===== src/rtl/writeback_stage.sv =====
`default_nettype none
// ============================================================================
// Module   : writeback_stage
// Purpose  : Decision/writeback stage. Turns the instruction forwarded from
//            the memory-access stage into register-file writes (full data or
//            16-bit immediate), ALU commit/status strobes and jump requests.
//            Loads may stall in LOAD_WAIT until mem_valid arrives, with a
//            bus_error pulse if it does not arrive in LOAD_TIMEOUT cycles.
// Ports    : clock/reset           - clock, synchronous active-high reset
//            in_valid/in_ready     - input handshake (in_ready=0 in LOAD_WAIT)
//            in_instruction        - 32-bit instruction
//            return_address        - link value for BRANCH/JUMP
//            mem_data/mem_valid    - load data return
//            alu_carry/zero/neg/over - status flags for condition evaluation
//            out_instruction/out_valid - accepted instruction, 1-cycle valid
//            write/write_index/write_data - register write
//            write_immediate[_data/_type] - immediate register write
//            alu_cycle, status_register_write, jump, bus_error - strobes
//            fwd_valid/fwd_index/fwd_data - same-cycle bypass of the write
// Config   : WRITEBACK_FORWARD_EN - when defined, fwd_* mirror the registered
//            write; otherwise fwd_* are tied to zero.
// Revision : 1.0 - initial parametrised release
// ============================================================================
module writeback_stage #(
  parameter int DATA_WIDTH    = 32,
  parameter int REG_IDX_WIDTH = 4,
  parameter int LOAD_TIMEOUT  = 15
) (
  input  logic                     clock,
  input  logic                     reset,
  input  logic                     in_valid,
  output logic                     in_ready,
  input  logic [31:0]              in_instruction,
  input  logic [DATA_WIDTH-1:0]    return_address,
  input  logic [DATA_WIDTH-1:0]    mem_data,
  input  logic                     mem_valid,
  input  logic                     alu_carry,
  input  logic                     alu_zero,
  input  logic                     alu_neg,
  input  logic                     alu_over,
  output logic [31:0]              out_instruction,
  output logic                     out_valid,
  output logic                     write,
  output logic [REG_IDX_WIDTH-1:0] write_index,
  output logic [DATA_WIDTH-1:0]    write_data,
  output logic                     write_immediate,
  output logic [15:0]              write_immediate_data,
  output logic [1:0]               write_immediate_type,
  output logic                     alu_cycle,
  output logic                     status_register_write,
  output logic                     jump,
  output logic                     bus_error,
  output logic                     fwd_valid,
  output logic [REG_IDX_WIDTH-1:0] fwd_index,
  output logic [DATA_WIDTH-1:0]    fwd_data
);

  // Opcodes live in instr[31:27].
  localparam logic [4:0] OPCODE_NOP    = 5'h00;
  localparam logic [4:0] OPCODE_ALU    = 5'h01;
  localparam logic [4:0] OPCODE_ALUM   = 5'h02;
  localparam logic [4:0] OPCODE_ALUMI  = 5'h03;
  localparam logic [4:0] OPCODE_LOADI  = 5'h04;
  localparam logic [4:0] OPCODE_LOAD   = 5'h05;
  localparam logic [4:0] OPCODE_LOADR  = 5'h06;
  localparam logic [4:0] OPCODE_BRANCH = 5'h07;
  localparam logic [4:0] OPCODE_JUMP   = 5'h08;

  // Condition codes in instr[15:12]; code 15 is undefined and never true.
  localparam logic [3:0] COND_AL = 4'd0;
  localparam logic [3:0] COND_EQ = 4'd1;
  localparam logic [3:0] COND_NE = 4'd2;
  localparam logic [3:0] COND_CS = 4'd3;
  localparam logic [3:0] COND_CC = 4'd4;
  localparam logic [3:0] COND_MI = 4'd5;
  localparam logic [3:0] COND_PL = 4'd6;
  localparam logic [3:0] COND_VS = 4'd7;
  localparam logic [3:0] COND_VC = 4'd8;
  localparam logic [3:0] COND_HI = 4'd9;
  localparam logic [3:0] COND_LS = 4'd10;
  localparam logic [3:0] COND_GE = 4'd11;
  localparam logic [3:0] COND_LT = 4'd12;
  localparam logic [3:0] COND_GT = 4'd13;
  localparam logic [3:0] COND_LE = 4'd14;

  localparam logic [1:0] IT_UNSIGNED = 2'd0;
  localparam logic [1:0] CW_BYTE     = 2'd0;
  localparam logic [1:0] CW_WORD     = 2'd1;

  localparam logic [7:0] TIMEOUT_LAST = 8'(LOAD_TIMEOUT - 1);

  typedef enum logic [0:0] {
    ST_RUN       = 1'b0,
    ST_LOAD_WAIT = 1'b1
  } state_t;

  function automatic logic cond_true(input logic [3:0] c, input logic cf,
                                     input logic zf, input logic nf, input logic vf);
    logic r;
    case (c)
      COND_AL: r = 1'b1;
      COND_EQ: r = zf;
      COND_NE: r = !zf;
      COND_CS: r = cf;
      COND_CC: r = !cf;
      COND_MI: r = nf;
      COND_PL: r = !nf;
      COND_VS: r = vf;
      COND_VC: r = !vf;
      COND_HI: r = cf && !zf;
      COND_LS: r = !cf || zf;
      COND_GE: r = (nf == vf);
      COND_LT: r = (nf != vf);
      COND_GT: r = !zf && (nf == vf);
      COND_LE: r = zf || (nf != vf);
      default: r = 1'b0;
    endcase
    return r;
  endfunction

  // instr[26:25] selects byte/halfword/full, instr[24] selects sign extension.
  function automatic logic [DATA_WIDTH-1:0] extend_load(input logic [DATA_WIDTH-1:0] d,
                                                        input logic [31:0] instr);
    logic [DATA_WIDTH-1:0] r;
    case (instr[26:25])
      CW_BYTE: r = instr[24] ? DATA_WIDTH'($signed(d[7:0]))  : DATA_WIDTH'(d[7:0]);
      CW_WORD: r = instr[24] ? DATA_WIDTH'($signed(d[15:0])) : DATA_WIDTH'(d[15:0]);
      default: r = d;
    endcase
    return r;
  endfunction

  state_t                   state_q, state_d;
  logic [7:0]               count_q, count_d;
  logic [31:0]              out_instruction_q, out_instruction_d;
  logic                     out_valid_q, out_valid_d;
  logic                     write_q, write_d;
  logic [REG_IDX_WIDTH-1:0] write_index_q, write_index_d;
  logic [DATA_WIDTH-1:0]    write_data_q, write_data_d;
  logic                     write_immediate_q, write_immediate_d;
  logic [15:0]              imm_data_q, imm_data_d;
  logic [1:0]               imm_type_q, imm_type_d;
  logic                     alu_cycle_q, alu_cycle_d;
  logic                     status_write_q, status_write_d;
  logic                     jump_q, jump_d;
  logic                     bus_error_q, bus_error_d;
  logic                     accept;
  logic [4:0]               opcode;

  assign accept = in_valid && (state_q == ST_RUN);
  assign opcode = in_instruction[31:27];

  always_comb begin
    state_d           = state_q;
    count_d           = count_q;
    out_instruction_d = out_instruction_q;
    write_index_d     = write_index_q;
    write_data_d      = write_data_q;
    imm_data_d        = imm_data_q;
    imm_type_d        = imm_type_q;
    out_valid_d       = 1'b0;
    write_d           = 1'b0;
    write_immediate_d = 1'b0;
    alu_cycle_d       = 1'b0;
    status_write_d    = 1'b0;
    jump_d            = 1'b0;
    bus_error_d       = 1'b0;

    case (state_q)
      ST_RUN: begin
        if (accept) begin
          out_instruction_d = in_instruction;
          case (opcode)
            OPCODE_LOADI: begin
              write_immediate_d = 1'b1;
              write_index_d     = in_instruction[20 +: REG_IDX_WIDTH];
              imm_data_d        = in_instruction[15:0];
              imm_type_d        = in_instruction[26:25];
              out_valid_d       = 1'b1;
            end
            // The ALU result itself reaches the register file via alu_cycle;
            // write_data carries no payload for these opcodes.
            OPCODE_ALU, OPCODE_ALUM, OPCODE_ALUMI: begin
              alu_cycle_d    = 1'b1;
              status_write_d = 1'b1;
              write_d        = 1'b1;
              write_index_d  = in_instruction[20 +: REG_IDX_WIDTH];
              write_data_d   = '0;
              out_valid_d    = 1'b1;
            end
            OPCODE_BRANCH, OPCODE_JUMP: begin
              out_valid_d = 1'b1;
              if (cond_true(in_instruction[15:12], alu_carry, alu_zero, alu_neg, alu_over)) begin
                jump_d = 1'b1;
                if (in_instruction[24]) begin
                  write_d       = 1'b1;
                  write_index_d = in_instruction[20 +: REG_IDX_WIDTH];
                  write_data_d  = return_address;
                end
              end
            end
            OPCODE_LOAD, OPCODE_LOADR: begin
              if (mem_valid) begin
                write_d       = 1'b1;
                write_index_d = in_instruction[20 +: REG_IDX_WIDTH];
                write_data_d  = extend_load(mem_data, in_instruction);
                out_valid_d   = 1'b1;
              end else begin
                state_d = ST_LOAD_WAIT;
                count_d = 8'd0;
              end
            end
            default: out_valid_d = 1'b1;
          endcase
        end
      end
      // out_instruction_q holds the pending load while waiting.
      ST_LOAD_WAIT: begin
        if (mem_valid) begin
          write_d       = 1'b1;
          write_index_d = out_instruction_q[20 +: REG_IDX_WIDTH];
          write_data_d  = extend_load(mem_data, out_instruction_q);
          out_valid_d   = 1'b1;
          state_d       = ST_RUN;
          count_d       = 8'd0;
        end else if (count_q == TIMEOUT_LAST) begin
          bus_error_d = 1'b1;
          out_valid_d = 1'b1;
          state_d     = ST_RUN;
          count_d     = 8'd0;
        end else begin
          count_d = count_q + 8'd1;
        end
      end
      default: state_d = ST_RUN;
    endcase
  end

  always_ff @(posedge clock) begin
    if (reset) begin
      state_q           <= ST_RUN;
      count_q           <= 8'd0;
      out_instruction_q <= {OPCODE_NOP, 27'h0};
      out_valid_q       <= 1'b0;
      write_q           <= 1'b0;
      write_index_q     <= '0;
      write_data_q      <= '0;
      write_immediate_q <= 1'b0;
      imm_data_q        <= 16'h0;
      imm_type_q        <= IT_UNSIGNED;
      alu_cycle_q       <= 1'b0;
      status_write_q    <= 1'b0;
      jump_q            <= 1'b0;
      bus_error_q       <= 1'b0;
    end else begin
      state_q           <= state_d;
      count_q           <= count_d;
      out_instruction_q <= out_instruction_d;
      out_valid_q       <= out_valid_d;
      write_q           <= write_d;
      write_index_q     <= write_index_d;
      write_data_q      <= write_data_d;
      write_immediate_q <= write_immediate_d;
      imm_data_q        <= imm_data_d;
      imm_type_q        <= imm_type_d;
      alu_cycle_q       <= alu_cycle_d;
      status_write_q    <= status_write_d;
      jump_q            <= jump_d;
      bus_error_q       <= bus_error_d;
    end
  end

  assign in_ready              = (state_q == ST_RUN);
  assign out_instruction       = out_instruction_q;
  assign out_valid             = out_valid_q;
  assign write                 = write_q;
  assign write_index           = write_index_q;
  assign write_data            = write_data_q;
  assign write_immediate       = write_immediate_q;
  assign write_immediate_data  = imm_data_q;
  assign write_immediate_type  = imm_type_q;
  assign alu_cycle             = alu_cycle_q;
  assign status_register_write = status_write_q;
  assign jump                  = jump_q;
  assign bus_error             = bus_error_q;

`ifdef WRITEBACK_FORWARD_EN
  // Immediates forward zero-extended only for IT_UNSIGNED; other types sign-extend.
  assign fwd_valid = write_q || write_immediate_q;
  assign fwd_index = write_index_q;
  assign fwd_data  = write_immediate_q
                   ? ((imm_type_q == IT_UNSIGNED) ? DATA_WIDTH'(imm_data_q)
                                                  : DATA_WIDTH'($signed(imm_data_q)))
                   : write_data_q;
`else
  assign fwd_valid = 1'b0;
  assign fwd_index = '0;
  assign fwd_data  = '0;
`endif

endmodule
`default_nettype wire


===== config.mk =====
export PLATFORM = sky130hd
export DESIGN_NAME = writeback_stage
export DESIGN_NICKNAME = d
export VERILOG_FILES = /design/src/rtl/writeback_stage.sv
export SDC_FILE = /design/constraint.sdc
export NUM_CORES = 1
export LEC_CHECK = 0
export CAP_MARGIN = 40
export CORE_UTILIZATION = 46
export DETAILED_ROUTE_END_ITERATION = 6
export HOLD_SLACK_MARGIN = 0.05
export PLACE_DENSITY = 0.87
export SETUP_SLACK_MARGIN = 0.5
export SYNTH_ARGS = -nofsm -noshare
export SYNTH_HDL_FRONTEND = slang
export SYNTH_SLANG_ARGS = --single-unit

===== constraint.sdc =====
create_clock -name clock -period 6.5 [get_ports clock]
set_input_delay 1.3 -clock clock [delete_from_list [all_inputs] [get_ports clock]]
set_output_delay 1.3 -clock clock [all_outputs]
set_load 0.05 [all_outputs]

==> flow_metrics.env <==
export IMPL_area_growth_pct=40.2
export IMPL_path_max_fanout=33
export IMPL_post_dp_cell_area_um2=7200
export IMPL_clk_latency_ns=0.35
export IMPL_clock_power_share=0.341
export IMPL_die_y_um=110
export IMPL_drc=0
export IMPL_hold_path_startpoint="out_instruction[16]$_SDFFE_PP0P_"
export IMPL_crit_path_start_kind="input pin"
export IMPL_power_frac_seq=0.418
export IMPL_routed_via_count=5340
export IMPL_hpwl_um=11200
export IMPL_grt_ovfl_total=0
export IMPL_synth_area_um2=5350
export IMPL_grt_pass1_wl_um=24800
export IMPL_grt_usage=0.263
export IMPL_via_per_inst=5.45
export IMPL_synth_area_leader_cell="dfxtp_1"
export IMPL_numCtsBuffers=9
export IMPL_rsz0062_at_grt="no"
export IMPL_cts_tree="yes"
export IMPL_wl_um=15800
export IMPL_p_int_mw=1.05
export IMPL_cpPeakStageDelay_ns=0.62
export IMPL_cts_resized=0
export IMPL_drt_iter0_drc=363
export IMPL_core_um2=11400
export IMPL_power_density_nw_per_um2=209
export IMPL_yosys_cell_types_count=55
export IMPL_timing_final_crit_share=0.652
export IMPL_ys_async_sr_fraction=0
export IMPL_fin_crit_ns=4.24
export IMPL_design_area_um2=7500
export IMPL_syn_instance_count=672
export IMPL_port_buffers=197
export IMPL_clock_sinks=101
export IMPL_crit_slowest_cell="or4b_4"
export IMPL_seq_area_frac_synth=0.378
export IMPL_ff2ff_setup_slack_ns=4.29
export IMPL_peakVddDrop_mv=0.159
export IMPL_r2r_cells=6
export IMPL_p_sw_uw=517
export IMPL_final_layout_size_suffix_gt1_frac=0.0789
export IMPL_status="finished, final reports clean"
export IMPL_synth_edf_count=0
export IMPL_worst_slew_pin_transition_ns=0.882
export IMPL_die_area_um2=12100
export IMPL_fin_tns_setup_ns=0
export IMPL_drv_slew=0
export IMPL_ios=235
export IMPL_grt_pass1_vias=4885
export IMPL_max_cap_violations=0
export IMPL_r2r_start="state_q$_SDFF_PP0_"
export IMPL_reg2reg_to="write_data[8]$_SDFFE_PP0P_"
export IMPL_grt_start_max_net_pins=75
export IMPL_ys_flop_type="dfxtp_1"
export IMPL_leakage_nw=2.83
export IMPL_setup_viol=0
export IMPL_whs_path_depth=2
export IMPL_wl_per_cell_um=16.2
export IMPL_n_antenna_cell=0
export IMPL_synth_warning_count=0
export IMPL_gp_congestion=0.809
export IMPL_dr_pass1_iters=5
export IMPL_ys_seq_elements=101
export IMPL_max_clock_freq_mhz=236
export IMPL_whs_endpoint="out_instruction[16]$_SDFFE_PP0P_"
export IMPL_htree_levels=3
export IMPL_antenna_found_initial=0
export IMPL_crit_path_cell_trace="clkdlybuf4s50_1 -> or4b_4 -> a21oi_2 -> and2_1 -> buf_4 -> o211ai_4 -> and2_4 -> a211oi_1"
export IMPL_rows=39
export IMPL_cp_data_arrival_time_ns=4.50
export IMPL_fin_skew_ns=0.0119
export IMPL_start_util=0.471
export IMPL_holdBufCountCts=0
export IMPL_synth_top_area_frac=0.378
export IMPL_worstHoldPathType="flip-flop to flip-flop"
export IMPL_ant_nets=0
export IMPL_cts_setup_buffers=0
export IMPL_cts_clk_slew_worst_paths_ns=0.08
export IMPL_required_ns=6.76
export IMPL_hold_viol_final=0
export IMPL_relSlewSlack=0.409
export IMPL_comb_power_share=0.241
export IMPL_path_class="input pin to flip-flop"
export IMPL_ctsRootBufferMaster="clkbuf_16"
export IMPL_die_x_um=110
export IMPL_clock_path_buffers=2
export IMPL_syn_avg_cell_area_um2=7.96
export IMPL_synthTopCellsByArea="dfxtp_1 (38%), a21oi_1 (11%), nand2_1 (8.0%)"
export IMPL_nNetsFinal=938
export IMPL_swShare=0.329
export IMPL_endpoint_kind="flip-flop"
per-stage QoR:
| step | util | hold slack (ns) | std cells | power [mW] | setup WS, ns |
|---|---|---|---|---|---|
| final | 0.660 | 0.455 | 980 | 1.57 | 2.26 |
| after global routing | 0.660 | 0.473 | 980 | 1.63 | 2.00 |
| after CTS | 0.660 | 0.456 | 980 | 1.58 | 2.27 |
| after detailed placement | 0.634 | 0.445 | 964 | 1.05 | 1.93 |
| after global placement | 0.630 | 0.441 | 961 | 1.04 | 1.97 |
| after floorplan | - | 0.463 | 708 | 0.924 | 3.40 |
power groups by stage:
stage / sequential (mW) / clock, mW / combinational (mW)
finish: 0.656 / 0.536 / 0.378
global route: 0.659 / 0.571 / 0.401
CTS: 0.656 / 0.543 / 0.378
detailed placement: 0.670 / 0 / 0.376
global placement: 0.669 / 0 / 0.371
floorplan: 0.745 / 0 / 0.179
worst max-delay path by stage:
stage / cells past startpoint / start / slack (ns) / end
2_1_floorplan: 10 / in_instruction[28] / 3.40 / write_data[16]$_SDFFE_PP0P_
3_3_place_gp: 8 / in_instruction[27] / 1.97 / write_data[31]$_SDFFE_PP0P_
3_5_place_dp: 8 / in_instruction[27] / 1.93 / write_data[31]$_SDFFE_PP0P_
4_1_cts: 8 / in_instruction[27] / 2.27 / write_data[31]$_SDFFE_PP0P_
5_1_grt: 8 / in_instruction[27] / 2.00 / write_data[31]$_SDFFE_PP0P_
6_report: 8 / in_instruction[27] / 2.26 / write_data[31]$_SDFFE_PP0P_
critical path, delay by kind of cell:
kind	cells	cell delay (ns)
AND/OR/NAND/NOR	3	1.24
AO/OA/AOI/OAI	3	1.06
buffers and inverters	2	0.88
cell families after synthesis:
family / count (synthesis) / share of synthesized area
and+or+nand+nor: 206 / 0.184
other: 1 / 0.000701
buffers and inverters: 116 / 0.117
adders and majority gates: 2 / 0.00468
DFF: 101 / 0.378
xor gates and xnor gates: 3 / 0.00631
muxes: 7 / 0.0133
AOI/OAI and AO/OA: 236 / 0.296
cell usage after synthesis (all sizes together), types with 2 or more instances:
cell / n
inv: 22
nor2: 22
and3: 2
ha: 2
dfxtp: 101
nand2: 114
nand2b: 12
nand3: 6
nor3b: 2
a21o: 16
nand3b: 2
a22oi: 9
and2: 4
a221o: 9
o21ai: 32
mux2i: 6
a21oi: 120
a211oi: 27
nor4: 4
clkbuf: 41
or3b: 4
nand4: 9
a221oi: 16
or3: 8
xnor2: 3
o211a: 2
buf: 53
nor2b: 4
nor3: 7
registers in the layout, indices dropped and copies added, names as in the netlist, 2 cells and up:
name and count:
count_q 8, out_instruction 32, write_immediate_data 16, write_index 4, write_data 32, write_immediate_type 2
layer usage:
layer	wire, um	part of all wire	global-route usage	vias up
met3	1620	0.10	0.0848	17
met1	6530	0.41	0.319	2478
li1	-	-	-	2611
met2	7430	0.47	0.447	234
met4	262	0.017	0.0676	0
met5	0	0	0	-
final cells by class:
cell class | count | area, um^2
fill | 964 | 3870
multi-input combinational | 491 | 2860
timing repair buffer | 207 | 2060
sequential | 101 | 2020
clock buffer | 9 | 225
tap | 143 | 179
inverter | 22 | 82.6
clock inverter | 7 | 75.1
cells in the final DEF, fill, tap and decap left out, drive strengths merged, types with 11 or more instances in the layout:
| master | synthesis | final |
|---|---|---|
| a211oi | 27 | 27 |
| a21o | 16 | 16 |
| a21oi | 120 | 120 |
| a221oi | 16 | 16 |
| buf | 53 | 11 |
| clkdlybuf4s50 | 0 | 196 |
| conb | 1 | 37 |
| dfxtp | 101 | 101 |
| inv | 22 | 25 |
| nand2 | 114 | 114 |
| nand2b | 12 | 12 |
| nor2 | 22 | 22 |
| o21ai | 32 | 32 |
Power figures use the tool's default switching activity.
